### config.mk
export PLATFORM = sky130hd
export DESIGN_NAME = bus_arbiter
export DESIGN_NICKNAME = d
export VERILOG_FILES = /design/src/rtl/bus_arbiter_pkg.sv /design/src/rtl/bus_arbiter_prio_pick.sv /design/src/rtl/bus_arbiter.sv
export SDC_FILE = /design/constraint.sdc
export NUM_CORES = 1
export LEC_CHECK = 0
export CAP_MARGIN = 20
export CORE_AREA = 5 5 161 163
export DETAILED_ROUTE_END_ITERATION = 10
export DIE_AREA = 0 0 166 168
export MAX_ROUTING_LAYER = met4
export PLACE_DENSITY_LB_ADDON = 0.08
export SLEW_MARGIN = 30
export SYNTH_ARGS = -nofsm -noshare
export SYNTH_HDL_FRONTEND = slang
export SYNTH_SLANG_ARGS = --single-unit
export TNS_END_PERCENT = 50
### constraint.sdc
create_clock -name clk -period 3.99 [get_ports clk]
set_input_delay 0.798 -clock clk [delete_from_list [all_inputs] [get_ports clk]]
set_output_delay 0.798 -clock clk [all_outputs]
set_load 0.01 [all_outputs]
### src/rtl/bus_arbiter_pkg.sv
// bus_arbiter_pkg: shared FSM encoding and master index constants for the bus arbiter.
package bus_arbiter_pkg;
    typedef enum logic {IDLE = 1'b0, WAIT_RESP = 1'b1} state_t;
    localparam logic [1:0] MST_DBG = 2'd0;
    localparam logic [1:0] MST_LSU = 2'd1;
    localparam logic [1:0] MST_IFU = 2'd2;
endpackage

### src/rtl/bus_arbiter_prio_pick.sv
// arb_prio_pick: combinational winner selection, fixed priority m0 > m1 > m2
// unless the starvation override hands the bus to a requesting m2.
module arb_prio_pick
    import bus_arbiter_pkg::*;
(
    input  logic [2:0] req,
    input  logic       starve,
    output logic       any,
    output logic [1:0] winner
);
    assign any    = |req;
    assign winner = (starve && req[2]) ? MST_IFU :
                    req[0]             ? MST_DBG :
                    req[1]             ? MST_LSU : MST_IFU;
endmodule

### src/rtl/bus_arbiter.sv
// bus_arbiter: three-master to single-port memory arbiter with starvation
// protection for instruction fetch and a response timeout.
module bus_arbiter
    import bus_arbiter_pkg::*;
#(
    parameter int STARVE_LIMIT = 4,
    parameter int TIMEOUT      = 16
) (
    input  logic        clk,
    input  logic        rst,
    input  logic        m0_req_i,
    input  logic        m0_we_i,
    input  logic [31:0] m0_addr_i,
    input  logic [31:0] m0_wdata_i,
    input  logic [3:0]  m0_wstrb_i,
    output logic        m0_gnt_o,
    output logic        m0_rvalid_o,
    output logic [31:0] m0_rdata_o,
    input  logic        m1_req_i,
    input  logic        m1_we_i,
    input  logic [31:0] m1_addr_i,
    input  logic [31:0] m1_wdata_i,
    input  logic [3:0]  m1_wstrb_i,
    output logic        m1_gnt_o,
    output logic        m1_rvalid_o,
    output logic [31:0] m1_rdata_o,
    input  logic        m2_req_i,
    input  logic        m2_we_i,
    input  logic [31:0] m2_addr_i,
    input  logic [31:0] m2_wdata_i,
    input  logic [3:0]  m2_wstrb_i,
    output logic        m2_gnt_o,
    output logic        m2_rvalid_o,
    output logic [31:0] m2_rdata_o,
    output logic        s_req_o,
    output logic        s_we_o,
    output logic [31:0] s_addr_o,
    output logic [31:0] s_wdata_o,
    output logic [3:0]  s_wstrb_o,
    input  logic        s_gnt_i,
    input  logic        s_rvalid_i,
    input  logic [31:0] s_rdata_i,
    output logic        hold_flag_o,
    output logic        err_o
);
    localparam int SW = $clog2(STARVE_LIMIT + 1);
    localparam int TW = $clog2(TIMEOUT + 1);

    state_t          state, state_next;
    logic [1:0]      owner, winner;
    logic [SW-1:0]   scnt;
    logic [TW-1:0]   tcnt;
    logic            any, starve, idle_req, grant, in_wait, timeout, resp;

    arb_prio_pick u_pick (
        .req    ({m2_req_i, m1_req_i, m0_req_i}),
        .starve (starve),
        .any    (any),
        .winner (winner)
    );

    // Every output is gated by rst so all of them read 0 while reset is held.
    assign starve   = scnt == SW'(STARVE_LIMIT);
    assign idle_req = rst && state == IDLE && any;
    assign grant    = idle_req && s_gnt_i;
    assign in_wait  = rst && state == WAIT_RESP;
    assign timeout  = in_wait && !s_rvalid_i && tcnt == TW'(TIMEOUT - 1);
    assign resp     = in_wait && (s_rvalid_i || timeout);

    assign s_req_o   = idle_req;
    assign s_we_o    = idle_req && (winner == MST_IFU ? m2_we_i : winner == MST_LSU ? m1_we_i : m0_we_i);
    assign s_addr_o  = !idle_req ? '0 : winner == MST_IFU ? m2_addr_i : winner == MST_LSU ? m1_addr_i : m0_addr_i;
    assign s_wdata_o = !idle_req ? '0 : winner == MST_IFU ? m2_wdata_i : winner == MST_LSU ? m1_wdata_i : m0_wdata_i;
    assign s_wstrb_o = !idle_req ? '0 : winner == MST_IFU ? m2_wstrb_i : winner == MST_LSU ? m1_wstrb_i : m0_wstrb_i;

    assign m0_gnt_o = grant && winner == MST_DBG;
    assign m1_gnt_o = grant && winner == MST_LSU;
    assign m2_gnt_o = grant && winner == MST_IFU;

    assign m0_rvalid_o = resp && owner == MST_DBG;
    assign m1_rvalid_o = resp && owner == MST_LSU;
    assign m2_rvalid_o = resp && owner == MST_IFU;

    // A timed-out response leaves rdata at 0 because s_rvalid_i is low then.
    assign m0_rdata_o = (m0_rvalid_o && s_rvalid_i) ? s_rdata_i : '0;
    assign m1_rdata_o = (m1_rvalid_o && s_rvalid_i) ? s_rdata_i : '0;
    assign m2_rdata_o = (m2_rvalid_o && s_rvalid_i) ? s_rdata_i : '0;

    assign hold_flag_o = rst && m2_req_i && !m2_gnt_o;
    assign err_o       = timeout;

    always_comb begin
        state_next = state;
        if (grant)
            state_next = WAIT_RESP;
        else if (resp)
            state_next = IDLE;
    end

    always_ff @(posedge clk or negedge rst) begin
        if (!rst) begin
            state <= IDLE;
            owner <= MST_DBG;
            scnt  <= '0;
            tcnt  <= '0;
        end else begin
            state <= state_next;
            if (grant) begin
                owner <= winner;
                tcnt  <= '0;
            end else if (in_wait) begin
                tcnt <= tcnt + 1'b1;
            end
            scnt <= (!m2_req_i || m2_gnt_o) ? '0 : (grant && !starve) ? scnt + 1'b1 : scnt;
        end
    end
endmodule
==> Word level (Yosys, flattened, before mapping) <==
Cells that the tools add are included.
{ "totals": {"out_inout_bits": 174, "input_bits": 246, "elab_cells": 69, "ff_bits": 11} }
{ "op_classes": {"eq_ne": 6, "n_reduce_logical": 33, "n_bitwise": 1, "muxes": 23, "n_addsub": 2} }
{ "ops": {"columns": ["op", "count"], "rows": [
  ["32-bit two-way mux", 9],
  ["1-bit logical AND", 21],
  ["4-bit two-way mux", 3],
  ["5-bit two-way mux", 2],
  ["2-bit two-way mux", 3],
  ["3-bit two-way mux", 2],
  ["2-bit nonzero test", 3],
  ["5-bit by 1-bit adder with 5-bit output, second input constant", 1],
  ["5-bit by 4-bit == test with 1-bit output, second input constant", 1],
  ["2-bit by 1-bit == test with 1-bit output, second input constant", 2],
  ["2-bit == test, second input constant", 2],
  ["1-bit logical NOT", 4],
  ["2-bit logical NOT", 2],
  ["1-bit two-way mux", 4],
  ["3-bit by 1-bit adder with 3-bit output, second input constant", 1],
  ["3-bit == test, second input constant", 1],
  ["3-bit OR reduction", 1],
  ["1-bit logical OR", 2],
  ["1-bit NOT", 1]
]} }

==> Longest topological paths before layout <==
{ "depth": {"word_depth": 8, "depth_mapped": 7, "mapped_depth_nobuf": 5} }

==> Hierarchy <==
A second synthesis with hierarchy kept.
{ "unflattened": {"hier_cells": 512, "hier_area_um2": 3852.4} }
{ "by_module_without_submodules": {"columns": ["mod", "area_each_um2", "instances", "cells_each", "seq_area_each_um2"], "rows": [
  ["bus_arbiter", 3827.4, 1, 508, 275.3],
  ["arb_prio_pick", 25.0, 1, 4, 0.0]
]} }

==> Least setup slack after synthesis <==
OpenSTA, ideal clock, no wires.
{ "synth_timing": {"path_type": "input to output", "start": "input port m1_req_i", "end": "output port m2_gnt_o", "setup_slack_ns": 1.338, "stages": 6, "required_time_ns": 3.192, "arrival_time_ns": 1.854, "n_path_buf": 3, "cell_sequence": "or2_1 buf_2 and2_4 buf_6 buf_6 nor3_1"} }
{ "synth_via": {"elab_chain_len": 5, "word_cells_on_any_way": 8, "classes_between": "eq/ne: 1; mux: 3; reduce/logical: 4"} }
{ "synth_lines": {"columns": ["element", "line_no", "source"], "rows": [
  ["start, declared", "bus_arbiter.sv:19", "input logic m1_req_i,"],
  ["2-bit two-way mux", "bus_arbiter_prio_pick.sv:14", "req[1] ? MST_LSU : MST_IFU;"],
  ["2-bit two-way mux", "bus_arbiter_prio_pick.sv:13", "req[0] ? MST_DBG :"],
  ["2-bit two-way mux", "bus_arbiter_prio_pick.sv:12", "assign winner = (starve && req[2]) ? MST_IFU :"],
  ["2-bit == test", "bus_arbiter.sv:78", "assign m2_gnt_o = grant && winner == MST_IFU;"],
  ["1-bit logical AND *", "bus_arbiter.sv:78", null],
  ["end, declared", "bus_arbiter.sv:32", "output logic m2_gnt_o,"]
]} }
Every way passes the cells marked *; elsewhere a longest branch is shown, timed or not.

==> Worst setup path after layout <==
{ "layout_timing": {"start": "input port m0_req_i", "end": "output port s_wdata_o[9]"} }
{ "layout_via": {"elab_chain_len": 6, "word_cells_on_any_way": 9, "classes_between": "eq/ne: 2; mux: 5; reduce/logical: 2"} }
{ "layout_lines": {"columns": ["element", "line_no", "source"], "rows": [
  ["start, declared", "bus_arbiter.sv:11", "input logic m0_req_i,"],
  ["2-bit two-way mux", "bus_arbiter_prio_pick.sv:13", null],
  ["2-bit two-way mux", "bus_arbiter_prio_pick.sv:12", null],
  ["2-bit by 1-bit == test with 1-bit output", "bus_arbiter.sv:73", "assign s_wdata_o = !idle_req ? '0 : winner == MST_IFU ? m2_wdata_i : winner == MST_LSU ? m1_wdata_i : m0_wdata ..."],
  ["32-bit two-way mux (2 in a row)", "bus_arbiter.sv:73", null],
  ["32-bit two-way mux *", "bus_arbiter.sv:73", null],
  ["end, declared", "bus_arbiter.sv:38", "output logic [31:0] s_wdata_o,"]
]} }
Marks and branches as above.

==> impl_metrics.sql <==
INSERT INTO impl_metrics (metric_group, metric, value, unit) VALUES
('die', 'die_area', '27900', 'µm²'),
('worst_setup_path', 'worst_path_most_repeated_cell', 'sky130_fd_sc_hd__clkdlybuf4s50_1', ''),
('global_route', 'grt_pass1_vias', '5427', ''),
('die', 'die_y', '168', 'µm'),
('route', 'drt_iter0_drc', '153', ''),
('synth', 'synth.most_common_cell', 'sky130_fd_sc_hd__and2_1', ''),
('synth', 'post_synth_instance_area', '3510', 'µm²'),
('sta', 'tcrit_tclk_final', '0.956', ''),
('layout', 'fin_nets', '1076', ''),
('pwr', 'cellPowerDensity', '205', 'nW/µm²'),
('clock_tree', 'cts_root_buffer', 'sky130_fd_sc_hd__clkbuf_16', ''),
('sta', 'count_of_final_setup_violators', '0', ''),
('worst_setup_path', 'crit_path_arrival_time', '3010', 'ps'),
('worst_setup_path', 'critPathMaxFanout', '14', ''),
('synth', 'ys_async_sr_fraction', '1.00', ''),
('worst_hold_path', 'hold_path_depth', '2', ''),
('place', 'numPortBuffers', '419', ''),
('synth', 'netlist.area_leader.share', '0.246', ''),
('route', 'vias', '4947', ''),
('worst_setup_path', 'critical_path.cell_chain', 'clkdlybuf4s50_1 -> nor3_2 -> or3b_4 -> buf_4 -> a211oi_2 -> clkdlybuf4s50_1', ''),
('outcome', 'run_status', 'complete, no violations', ''),
('synth', 'synth_flop_cell', 'sky130_fd_sc_hd__dfrtp_1', ''),
('clock_tree', 'cts_htree_levels', '1', ''),
('synth', 'syn-instance-count', '429', ''),
('synth', 'yosys_warnings', '0', ''),
('die', 'core_area', '24200', 'µm²'),
('global_route', 'grt_start_max_net_pins', '73', ''),
('clock_tree', 'cts.repair_timing.setup_buffer_count', '0', ''),
('pwr', 'power.leakage', '2.90', 'nW'),
('pwr', 'sw_frac_of_total', '0.393', ''),
('worst_setup_path', 'kind_of_cell_adding_the_most_delay_to_the_critical_path', 'buffers and inverters', ''),
('pwr', 'gate_power_share', '0.773', ''),
('clock_tree', 'clk_latency', '230', 'ps'),
('global_route', 'grt_remaining_overflow', '0', ''),
('clock_tree', 'post_cts_resize_count', '0', ''),
('clock_tree', 'clock_sink_count', '11', ''),
('route', 'route.detailed.drc', '0', ''),
('route', 'drtAntennaViolNets', '0', ''),
('route', 'firstDrtPassIters', '4', ''),
('die', 'effective_utilization_at_floorplan', '0.145', ''),
('global_route', 'groute.usage.overall', '0.164', ''),
('sta', 'slew_viol_final', '0', ''),
('place', 'place_congestion', '0.825', ''),
('worst_setup_path', 'worst-r2r-cell-count', '3', ''),
('worst_setup_path', 'worst_ep_required_time', '3190', 'ps'),
('die', 'top_level_ports', '420', ''),
('pwr', 'p_int', '0.00102', 'W'),
('clock_tree', 'cts-hold-fix-buffers', '0', ''),
('sta', 'worst_pin_slew', '511', 'ps'),
('worst_setup_path', 'cp_num_buf_inv', '3', ''),
('synth', 'synth_enable_flop_cells', '0', ''),
('worst_setup_path', 'criticalPathCategory', 'primary input to output port', ''),
('worst_setup_path', 'max_stage_delay', '590', 'ps'),
('synth', 'yosys.area.top_type', 'sky130_fd_sc_hd__a211oi_2', ''),
('sta', 'unrepaired_setup_endpoints_after_global_routing', 'no', ''),
('layout', 'layout-drive-gt1-share', '0.127', ''),
('global_route', 'grt_pass1_wl', '35300', 'µm'),
('sta', 'finalSetupTns', '0', 'ps'),
('worst_setup_path', 'cp_slowest_cell', 'sky130_fd_sc_hd__clkdlybuf4s50_1', ''),
('place', 'dp.final_hpwl', '20000', 'µm'),
('route', 'postRouteWirelength', '23800', 'µm'),
('clock_tree', 'tritoncts_clock_tree', 'done', ''),
('sta', 'slew_headroom', '0.658', ''),
('sta', 'timing.final.hold_violations', '0', ''),
('clock_tree', 'clkSlewWorstSetupHoldPaths', '40', 'ps'),
('worst_setup_path', 'start_kind', 'primary input', ''),
('pwr', 'vdd_drop_max', '0.142', 'mV'),
('sta', 'shortest_clock_period_the_worst_path_allows_after_layout', '3810', 'ps'),
('pwr', 'p_sw', '0.000661', 'W'),
('pwr', 'power.share.clock', '0.107', ''),
('worst_setup_path', 'r2r_slack', '2390', 'ps');
through the flow:
stage | worst slack (ps) | std cells | area, µm² | utilization | hold WS, ps
global placement | 197 | 1145 | 8120 | 0.336 | 515
finish | 177 | 1150 | 8200 | 0.339 | 536
global route | 93.9 | 1150 | 8200 | 0.339 | 578
floorplan | 1340 | 429 | 3510 | - | 495
CTS | 159 | 1149 | 8200 | 0.339 | 542
detailed placement | 177 | 1145 | 8120 | 0.336 | 530
cell usage in the layout, fill, tap and decap left out, types with 2 or more instances in the layout:
cell,count
sky130_fd_sc_hd__a211oi_2,69
sky130_fd_sc_hd__a21oi_1,72
sky130_fd_sc_hd__and2_1,96
sky130_fd_sc_hd__and3_1,2
sky130_fd_sc_hd__buf_12,10
sky130_fd_sc_hd__buf_4,14
sky130_fd_sc_hd__clkbuf_16,3
sky130_fd_sc_hd__clkdlybuf4s50_1,419
sky130_fd_sc_hd__dfrtp_1,11
sky130_fd_sc_hd__ha_1,4
sky130_fd_sc_hd__inv_1,4
sky130_fd_sc_hd__mux2i_1,69
sky130_fd_sc_hd__nand2_1,5
sky130_fd_sc_hd__nand3_1,6
sky130_fd_sc_hd__nand3b_1,2
sky130_fd_sc_hd__nor2_1,5
sky130_fd_sc_hd__nor3_1,3
sky130_fd_sc_hd__nor3b_1,3
sky130_fd_sc_hd__o21ai_0,5
sky130_fd_sc_hd__xor2_1,2
state kept, by name, summed over array words and instances (netlist names):
name	count
scnt	3
state	1
tcnt	5
owner	2
layout make-up:
cell class	count	area (µm²)	share of cell area
sequential	11	275	0.0336
antenna	1	2.50	0.000305
tap	324	405	0.0494
multi-input combinational	363	2930	0.357
inverter	4	15.0	0.00183
timing repair buffer	443	4500	0.549
clock buffer	4	78.8	0.00961
worst register-to-register path, delay by kind of cell, from the launching register on:
kind	cells	cell delay (ps)
compound gates	1	120
flops	1	480
simple gates	2	860
cells by family after synthesis:
logic type	synth area share
AO/OA/AOI/OAI	0.372
AND/OR/NAND/NOR	0.241
multiplexers	0.197
buffers and inverters	0.0930
flip-flops	0.0784
adder cells (fa/ha/maj)	0.0143
XOR/XNOR	0.00499
power groups by stage:
stage	Sequential [W]	Combinational, W	Clock, W
2_1_floorplan	0.000177	0.000585	0
3_3_place_gp	0.000203	0.00131	0
3_5_place_dp	0.000203	0.00132	0
4_1_cts	0.000202	0.00133	0.000185
5_1_grt	0.000212	0.00139	0.000188
6_report	0.000202	0.00130	0.000179
worst paths after layout:
check,from,endpoint
setup / recovery,m0_req_i,s_wdata_o[9]
hold reg to reg,scnt[0]$_DFFE_PN0P_,scnt[0]$_DFFE_PN0P_
max in group asynchronous,rst,state$_DFFE_PN0P_
setup reg to reg,state$_DFFE_PN0P_,tcnt[4]$_DFFE_PN0P_
hold / removal,scnt[0]$_DFFE_PN0P_,scnt[0]$_DFFE_PN0P_
min in group asynchronous,rst,tcnt[4]$_DFFE_PN0P_
layer usage:
layer / wire, µm / part of all wire / vias up / track usage
li1: - / - / 2366 / -
met1: 9310 / 0.39 / 2301 / 0.182
met2: 12500 / 0.53 / 268 / 0.306
met3: 1730 / 0.073 / 12 / 0.0408
met4: 225 / 0.0095 / 0 / 0.0197
met5: 0 / 0 / - / -
Note: power is estimated with default switching activity, not from simulation.
